--- src/rtl/alu_multiciclo.sv ---
// Multi-cycle ALU with a valid/ready handshake on both sides.
// Operations: add, sub, mul (shift-add), div and mod (restoring division).
// Add, sub, illegal opcodes and divide-by-zero finish one cycle after
// acceptance. Mul, div and mod spend WIDTH cycles in BUSY.
//
// Ports:
//   clk_i        clock, rising edge
//   rst_ni       synchronous active-low reset
//   data0_i      operand A (unsigned)
//   data1_i      operand B (unsigned)
//   ctrl_i       opcode: 000 add, 001 sub, 010 mul, 011 div, 100 mod
//   valid_i      request valid
//   ready_o      high only in IDLE (and never while in reset)
//   result_o     primary result
//   result_hi_o  upper product half for mul, zero otherwise
//   carry_o      add carry / sub borrow / mul high half nonzero
//   zero_o       result_o == 0
//   err_o        divide-by-zero or illegal opcode
//   valid_o      result outputs valid (DONE state)
//   ready_i      downstream accepts the result
module alu_multiciclo #(
   parameter int unsigned WIDTH = 8
) (
   input  logic             clk_i,
   input  logic             rst_ni,
   input  logic [WIDTH-1:0] data0_i,
   input  logic [WIDTH-1:0] data1_i,
   input  logic [2:0]       ctrl_i,
   input  logic             valid_i,
   output logic             ready_o,
   output logic [WIDTH-1:0] result_o,
   output logic [WIDTH-1:0] result_hi_o,
   output logic             carry_o,
   output logic             zero_o,
   output logic             err_o,
   output logic             valid_o,
   input  logic             ready_i
);

   localparam int unsigned CntW = (WIDTH > 2) ? $clog2(WIDTH) : 1;

   localparam logic [2:0] OpAdd = 3'b000;
   localparam logic [2:0] OpSub = 3'b001;
   localparam logic [2:0] OpMul = 3'b010;
   localparam logic [2:0] OpDiv = 3'b011;
   localparam logic [2:0] OpMod = 3'b100;

   typedef enum logic [1:0] {StIdle, StBusy, StDone} state_e;

   state_e               state_q;
   logic [2:0]           op_q;
   logic [WIDTH-1:0]     opnd_q;  // multiplicand for mul, divisor for div/mod
   logic [2*WIDTH-1:0]   prod_q;  // mul: {partial sum, multiplier}; div: {remainder, quotient}
   logic [CntW-1:0]      cnt_q;
   logic [WIDTH-1:0]     result_q;
   logic [WIDTH-1:0]     result_hi_q;
   logic                 carry_q;
   logic                 zero_q;
   logic                 err_q;

   logic                 accept;
   logic [WIDTH:0]       add_res;
   logic [WIDTH:0]       sub_res;
   logic [WIDTH:0]       mul_sum;
   logic [2*WIDTH-1:0]   mul_next;
   logic [WIDTH:0]       div_trial;
   logic [WIDTH:0]       div_diff;
   logic [2*WIDTH-1:0]   div_next;
   logic [2*WIDTH-1:0]   step_next;

   assign ready_o = (state_q == StIdle) && rst_ni;
   assign accept  = valid_i && ready_o;

   always_comb begin
      add_res = {1'b0, data0_i} + {1'b0, data1_i};
      // Top bit of the WIDTH+1 difference is the borrow.
      sub_res = {1'b0, data0_i} - {1'b0, data1_i};

      // One shift-add step: conditionally add multiplicand, shift right.
      mul_sum  = {1'b0, prod_q[2*WIDTH-1:WIDTH]} + (prod_q[0] ? {1'b0, opnd_q} : '0);
      mul_next = {mul_sum, prod_q[WIDTH-1:1]};

      // One restoring step: shift in next dividend bit, subtract if it fits.
      div_trial = {prod_q[2*WIDTH-1:WIDTH], prod_q[WIDTH-1]};
      div_diff  = div_trial - {1'b0, opnd_q};
      if (!div_diff[WIDTH]) begin
         div_next = {div_diff[WIDTH-1:0], prod_q[WIDTH-2:0], 1'b1};
      end else begin
         div_next = {div_trial[WIDTH-1:0], prod_q[WIDTH-2:0], 1'b0};
      end

      step_next = (op_q == OpMul) ? mul_next : div_next;
   end

   always_ff @(posedge clk_i) begin
      if (!rst_ni) begin
         state_q     <= StIdle;
         op_q        <= '0;
         opnd_q      <= '0;
         prod_q      <= '0;
         cnt_q       <= '0;
         result_q    <= '0;
         result_hi_q <= '0;
         carry_q     <= 1'b0;
         zero_q      <= 1'b0;
         err_q       <= 1'b0;
      end else begin
         unique case (state_q)
            StIdle: begin
               if (accept) begin
                  op_q  <= ctrl_i;
                  cnt_q <= '0;
                  unique case (ctrl_i)
                     OpAdd: begin
                        result_q    <= add_res[WIDTH-1:0];
                        result_hi_q <= '0;
                        carry_q     <= add_res[WIDTH];
                        zero_q      <= (add_res[WIDTH-1:0] == '0);
                        err_q       <= 1'b0;
                        state_q     <= StDone;
                     end
                     OpSub: begin
                        result_q    <= sub_res[WIDTH-1:0];
                        result_hi_q <= '0;
                        carry_q     <= sub_res[WIDTH];
                        zero_q      <= (sub_res[WIDTH-1:0] == '0);
                        err_q       <= 1'b0;
                        state_q     <= StDone;
                     end
                     OpMul: begin
                        opnd_q  <= data0_i;
                        prod_q  <= {{WIDTH{1'b0}}, data1_i};
                        state_q <= StBusy;
                     end
                     OpDiv, OpMod: begin
                        if (data1_i == '0) begin
                           result_q    <= (ctrl_i == OpDiv) ? '1 : data0_i;
                           result_hi_q <= '0;
                           carry_q     <= 1'b0;
                           zero_q      <= (ctrl_i == OpMod) && (data0_i == '0);
                           err_q       <= 1'b1;
                           state_q     <= StDone;
                        end else begin
                           opnd_q  <= data1_i;
                           prod_q  <= {{WIDTH{1'b0}}, data0_i};
                           state_q <= StBusy;
                        end
                     end
                     default: begin
                        result_q    <= '0;
                        result_hi_q <= '0;
                        carry_q     <= 1'b0;
                        zero_q      <= 1'b1;
                        err_q       <= 1'b1;
                        state_q     <= StDone;
                     end
                  endcase
               end
            end
            StBusy: begin
               prod_q <= step_next;
               cnt_q  <= cnt_q + CntW'(1);
               if (cnt_q == CntW'(WIDTH - 1)) begin
                  // Last step: publish results straight from the final step value.
                  state_q <= StDone;
                  err_q   <= 1'b0;
                  if (op_q == OpMul) begin
                     result_q    <= step_next[WIDTH-1:0];
                     result_hi_q <= step_next[2*WIDTH-1:WIDTH];
                     carry_q     <= (step_next[2*WIDTH-1:WIDTH] != '0);
                     zero_q      <= (step_next[WIDTH-1:0] == '0);
                  end else if (op_q == OpDiv) begin
                     result_q    <= step_next[WIDTH-1:0];
                     result_hi_q <= '0;
                     carry_q     <= 1'b0;
                     zero_q      <= (step_next[WIDTH-1:0] == '0);
                  end else begin
                     result_q    <= step_next[2*WIDTH-1:WIDTH];
                     result_hi_q <= '0;
                     carry_q     <= 1'b0;
                     zero_q      <= (step_next[2*WIDTH-1:WIDTH] == '0);
                  end
               end
            end
            StDone: begin
               if (ready_i) begin
                  state_q <= StIdle;
               end
            end
            default: state_q <= StIdle;
         endcase
      end
   end

   assign valid_o     = (state_q == StDone);
   assign result_o    = result_q;
   assign result_hi_o = result_hi_q;
   assign carry_o     = carry_q;
   assign zero_o      = zero_q;
   assign err_o       = err_q;

endmodule

--- config.mk ---
export PLATFORM = sky130hd
export DESIGN_NAME = alu_multiciclo
export DESIGN_NICKNAME = d
export VERILOG_FILES = /design/src/rtl/alu_multiciclo.sv
export SDC_FILE = /design/constraint.sdc
export NUM_CORES = 1
export LEC_CHECK = 0
export ABC_AREA = 1
export BUFFER_PORTS_ARGS = -buffer_cell sky130_fd_sc_hd__buf_2
export CORE_AREA = 2 2 125 127
export DETAILED_ROUTE_END_ITERATION = 12
export DIE_AREA = 0 0 127 129
export SLEW_MARGIN = 20
export SYNTH_ARGS = -nofsm -noshare
export SYNTH_HDL_FRONTEND = slang
export SYNTH_SLANG_ARGS = --single-unit
--- constraint.sdc ---
create_clock -name clk_i -period 5 [get_ports clk_i]
set_clock_uncertainty 0.2 [all_clocks]
set_input_delay 0.5 -clock clk_i [delete_from_list [all_inputs] [get_ports clk_i]]
set_output_delay 0.5 -clock clk_i [all_outputs]
set_load 0.005 [all_outputs]
==> run_results.csv <==
group,metric,value,unit
run_status,status,"finished, final reports clean",
yosys,syn-instance-count,692,
route,first_iter_violations,375,
global_routing,grtUsageMet1,0.2202,
layout,area_delta_synth_final,11.75,%
critical_path,worstPathRequired,4.95,ns
layout,layout-drive-gt1-share,0.1040,
yosys,synth_top_family_by_area,"simple AND/OR/NAND/NOR gates",
yosys,syn-num-nets,753,
global_routing,grt_use_total,0.1628,
clocking,cts.sinks,51,
clocking,ctsResizeCount,0,
critical_path,endpoint_kind,"register",
clocking,clk_latency,0.29,ns
power_and_ir_drop,leakagePower,2.319,nW
place,gp_congestion,0.8943,
floorplanning,coreArea,0.01498,mm2
route,viasPerCell,5.036,
power_and_ir_drop,ir_drop,147.7,uV
min_path,min_to,"state_q[1]",
route,wl_per_cell,14.40,um
yosys,synthXorXnorAreaFrac,0.02762,
floorplanning,boundaryPins,44,
critical_path,rrSetupSlack,1.78,ns
floorplanning,num_rows,45,
global_routing,grt_max_degree,34,
global_routing,grt_pass1_wl,21.82,mm
sta,rsz0062_at_grt,"no",
layout,antennaDiodeCount,0,
place,port_buffers,43,
layout,final_cell_mix,"172 x nand2_1, 94 x inv_1, 58 x a21oi_1",
global_routing,grt_busiest_layer,"met2",
route,wl,13.09,mm
yosys,yosysTopAreaCell,"dfxtp_1",
clocking,h-tree-depth,2,
critical_path,worstReg2RegStart,"state_q[0]",
yosys,avgSynthCellArea,6.415,um2
clocking,cts_buffer_depth,2,
min_path,whs_path_depth,4,
route,vias,4578,
sta,worstMarginPinSlew,1.094,ns
layout,nets,781,
yosys,synth_edf_count,0,
sta,fmax,310.2,MHz
yosys,synth.area.top_cells,"dfxtp_1 23%, nand2_1 15%, ha_1 9.6%",
yosys,synth_warnings,0,
yosys,synth.distinct_cells,47,
global_routing,grt_pass1_vias,4336,
sta,fin_crit_sh,0.6448,
clocking,cts_tree,"yes",
route,route.detailed.drc,0,
yosys,synth-main-ff-cell,"dfxtp_1",
route,first_pass_iters,5,
clocking,cts_buffers,5,
yosys,synth_seq_cells,51,
critical_path,r2r_cells,11,
yosys,synthMuxAreaShare,0,
min_path,hold_class,"input port to register",
critical_path,worstPathMaxFanout,29,
clocking,postCtsHoldBufs,0,
yosys,yosys.area_share.simple,0.3126,
yosys,netlist.area_leader.share,0.2300,
sta,relSlewSlack,0.2701,
global_routing,grt_use_met2,0.2808,
floorplanning,die_area,0.01638,mm2
sta,tns,0,ns
critical_path,critPathArrivalTime,3.17,ns
clocking,postCtsSetupBuffers,0,
yosys,synth_adder_area_share,0.1139,
clocking,cts-root-buf,"clkbuf_16",
min_path,min-delay-start,"ready_i",
yosys,synthArstFlopShare,0,
sta,final_hold_viol_count,0,
sta,period_needed,3.224,ns
route,antenna_left,0,
yosys,synth_compound_area_frac,0.2060,
sta,setup_violations,0,
place,hpwl,10.36,mm
power_and_ir_drop,power_density,268.2,mW/mm2
sta,maxSlewViolCount,0,
global_routing,antenna_found_initial,0,
critical_path,r2r_end,"result_o[1]",
floorplanning,die_h,129,um
global_routing,grtUsageMet3,0.01788,
floorplanning,die_x,127,um
yosys,netlist_area,0.004439,mm2
yosys,ys_seq_area_frac,0.2300,
clocking,clk_pin_slew_worst_paths,0.07,ns
critical_path,cp-start-kind,"register",
floorplanning,start_util,0.2964,
critical_path,criticalPathCategory,"register to register",
layout,final_common_cell,"nand2_1",
run,drv_cap,0,
global_routing,grt_overflow,0,
layout,finalCoreUtilization,0.3312,
-- synth_stat cells, types with 2 or more instances --
master / number
inv_2: 3
buf_1: 2
a31oi_1: 13
inv_1: 94
or2_1: 2
a21oi_1: 58
a211oi_1: 7
clkinv_1: 2
nand2_2: 4
nor2_1: 51
a22o_1: 2
o211ai_1: 4
clkbuf_1: 11
nand3_1: 50
nand4_1: 6
a22oi_1: 3
nor4_1: 5
buf_2: 7
fa_1: 4
xnor2_1: 2
buf_4: 2
nand2_1: 172
xor2_1: 12
o21bai_1: 3
o221ai_1: 5
nand3b_1: 5
o21ai_0: 45
nor3_1: 5
dfxtp_1: 51
a221oi_1: 6
ha_1: 34
nor2_4: 7
-- layer usage --
metal | up-vias | routed length (um)
li1 | 2369 | -
met1 | 2075 | 6188
met3 | 20 | 542
met2 | 114 | 6160
met4 | 0 | 199
met5 | - | 0
-- critical path: stages, from the launching register on --
cell and delay, ns:
dfxtp_1 0.35, inv_1 0.05, nor2_2 0.06, buf_4 0.30, inv_1 0.29, nor2_1 0.80, inv_1 0.12, o21ai_2 0.25
inv_4 0.19, a22o_1 0.27, a21oi_1 0.12, nor2_1 0.05
-- registers in the layout, summed over array words and instances (netlist names) --
signal       cells
err_o            1
result_o         8
state_q          2
carry_o          1
prod_q          16
cnt_q            3
opnd_q           8
zero_o           1
op_q             3
result_hi_o      8
-- per-stage QoR --
| stage | setup slack, ns | hold WS, ns | area (um2) | std cells | power, mW |
|---|---|---|---|---|---|
| 4_1_cts | 1.808 | 0.2700 | 4961 | 909 | 1.333 |
| 5_1_grt | 1.486 | 0.2956 | 4961 | 909 | 1.426 |
| 3_3_place_gp | 1.883 | 0.2573 | 4790 | 901 | 0.9339 |
| 3_5_place_dp | 1.786 | 0.2582 | 4790 | 901 | 0.9348 |
| 2_1_floorplan | 2.586 | 0.2328 | 4439 | 692 | 0.7998 |
| 6_report | 1.776 | 0.2701 | 4961 | 909 | 1.330 |
-- report_power, final --
part           switching [mW]  total [mW]  internal (mW)
Sequential             0.0201       0.450          0.430
Combinational           0.328       0.482          0.154
Clock                   0.161       0.399          0.238
Total                   0.508        1.33          0.822
-- layout make-up --
cell class	instances	area, um2
Tap cell	188	235.2
Inverter	100	377.9
Clock inverter	3	46.29
Fill cell	1710	10020
Timing Repair Buffer	44	222.7
Multi-Input combinational cell	518	2933
Clock buffer	5	125.1
Sequential cell	51	1021
-- worst max path at each step --
stage | end | cells after the start | from | slack, ns
2_1_floorplan | zero_o | 18 | prod_q[0] | 2.59
3_3_place_gp | result_o[1] | 11 | state_q[0] | 1.88
3_5_place_dp | prod_q[0] | 8 | rst_ni | 1.79
4_1_cts | result_o[2] | 11 | state_q[0] | 1.81
5_1_grt | result_o[2] | 12 | state_q[0] | 1.49
6_report | result_o[1] | 11 | state_q[0] | 1.78
-- logic make-up after synthesis --
family                     Yosys count
xor gates and xnor gates            14
AOI/OAI and AO/OA                  155
and+or+nand+nor                    311
DFF                                 51
buffers and inverters              123
adders and majority gates           38
Power figures use the tool's default switching activity.
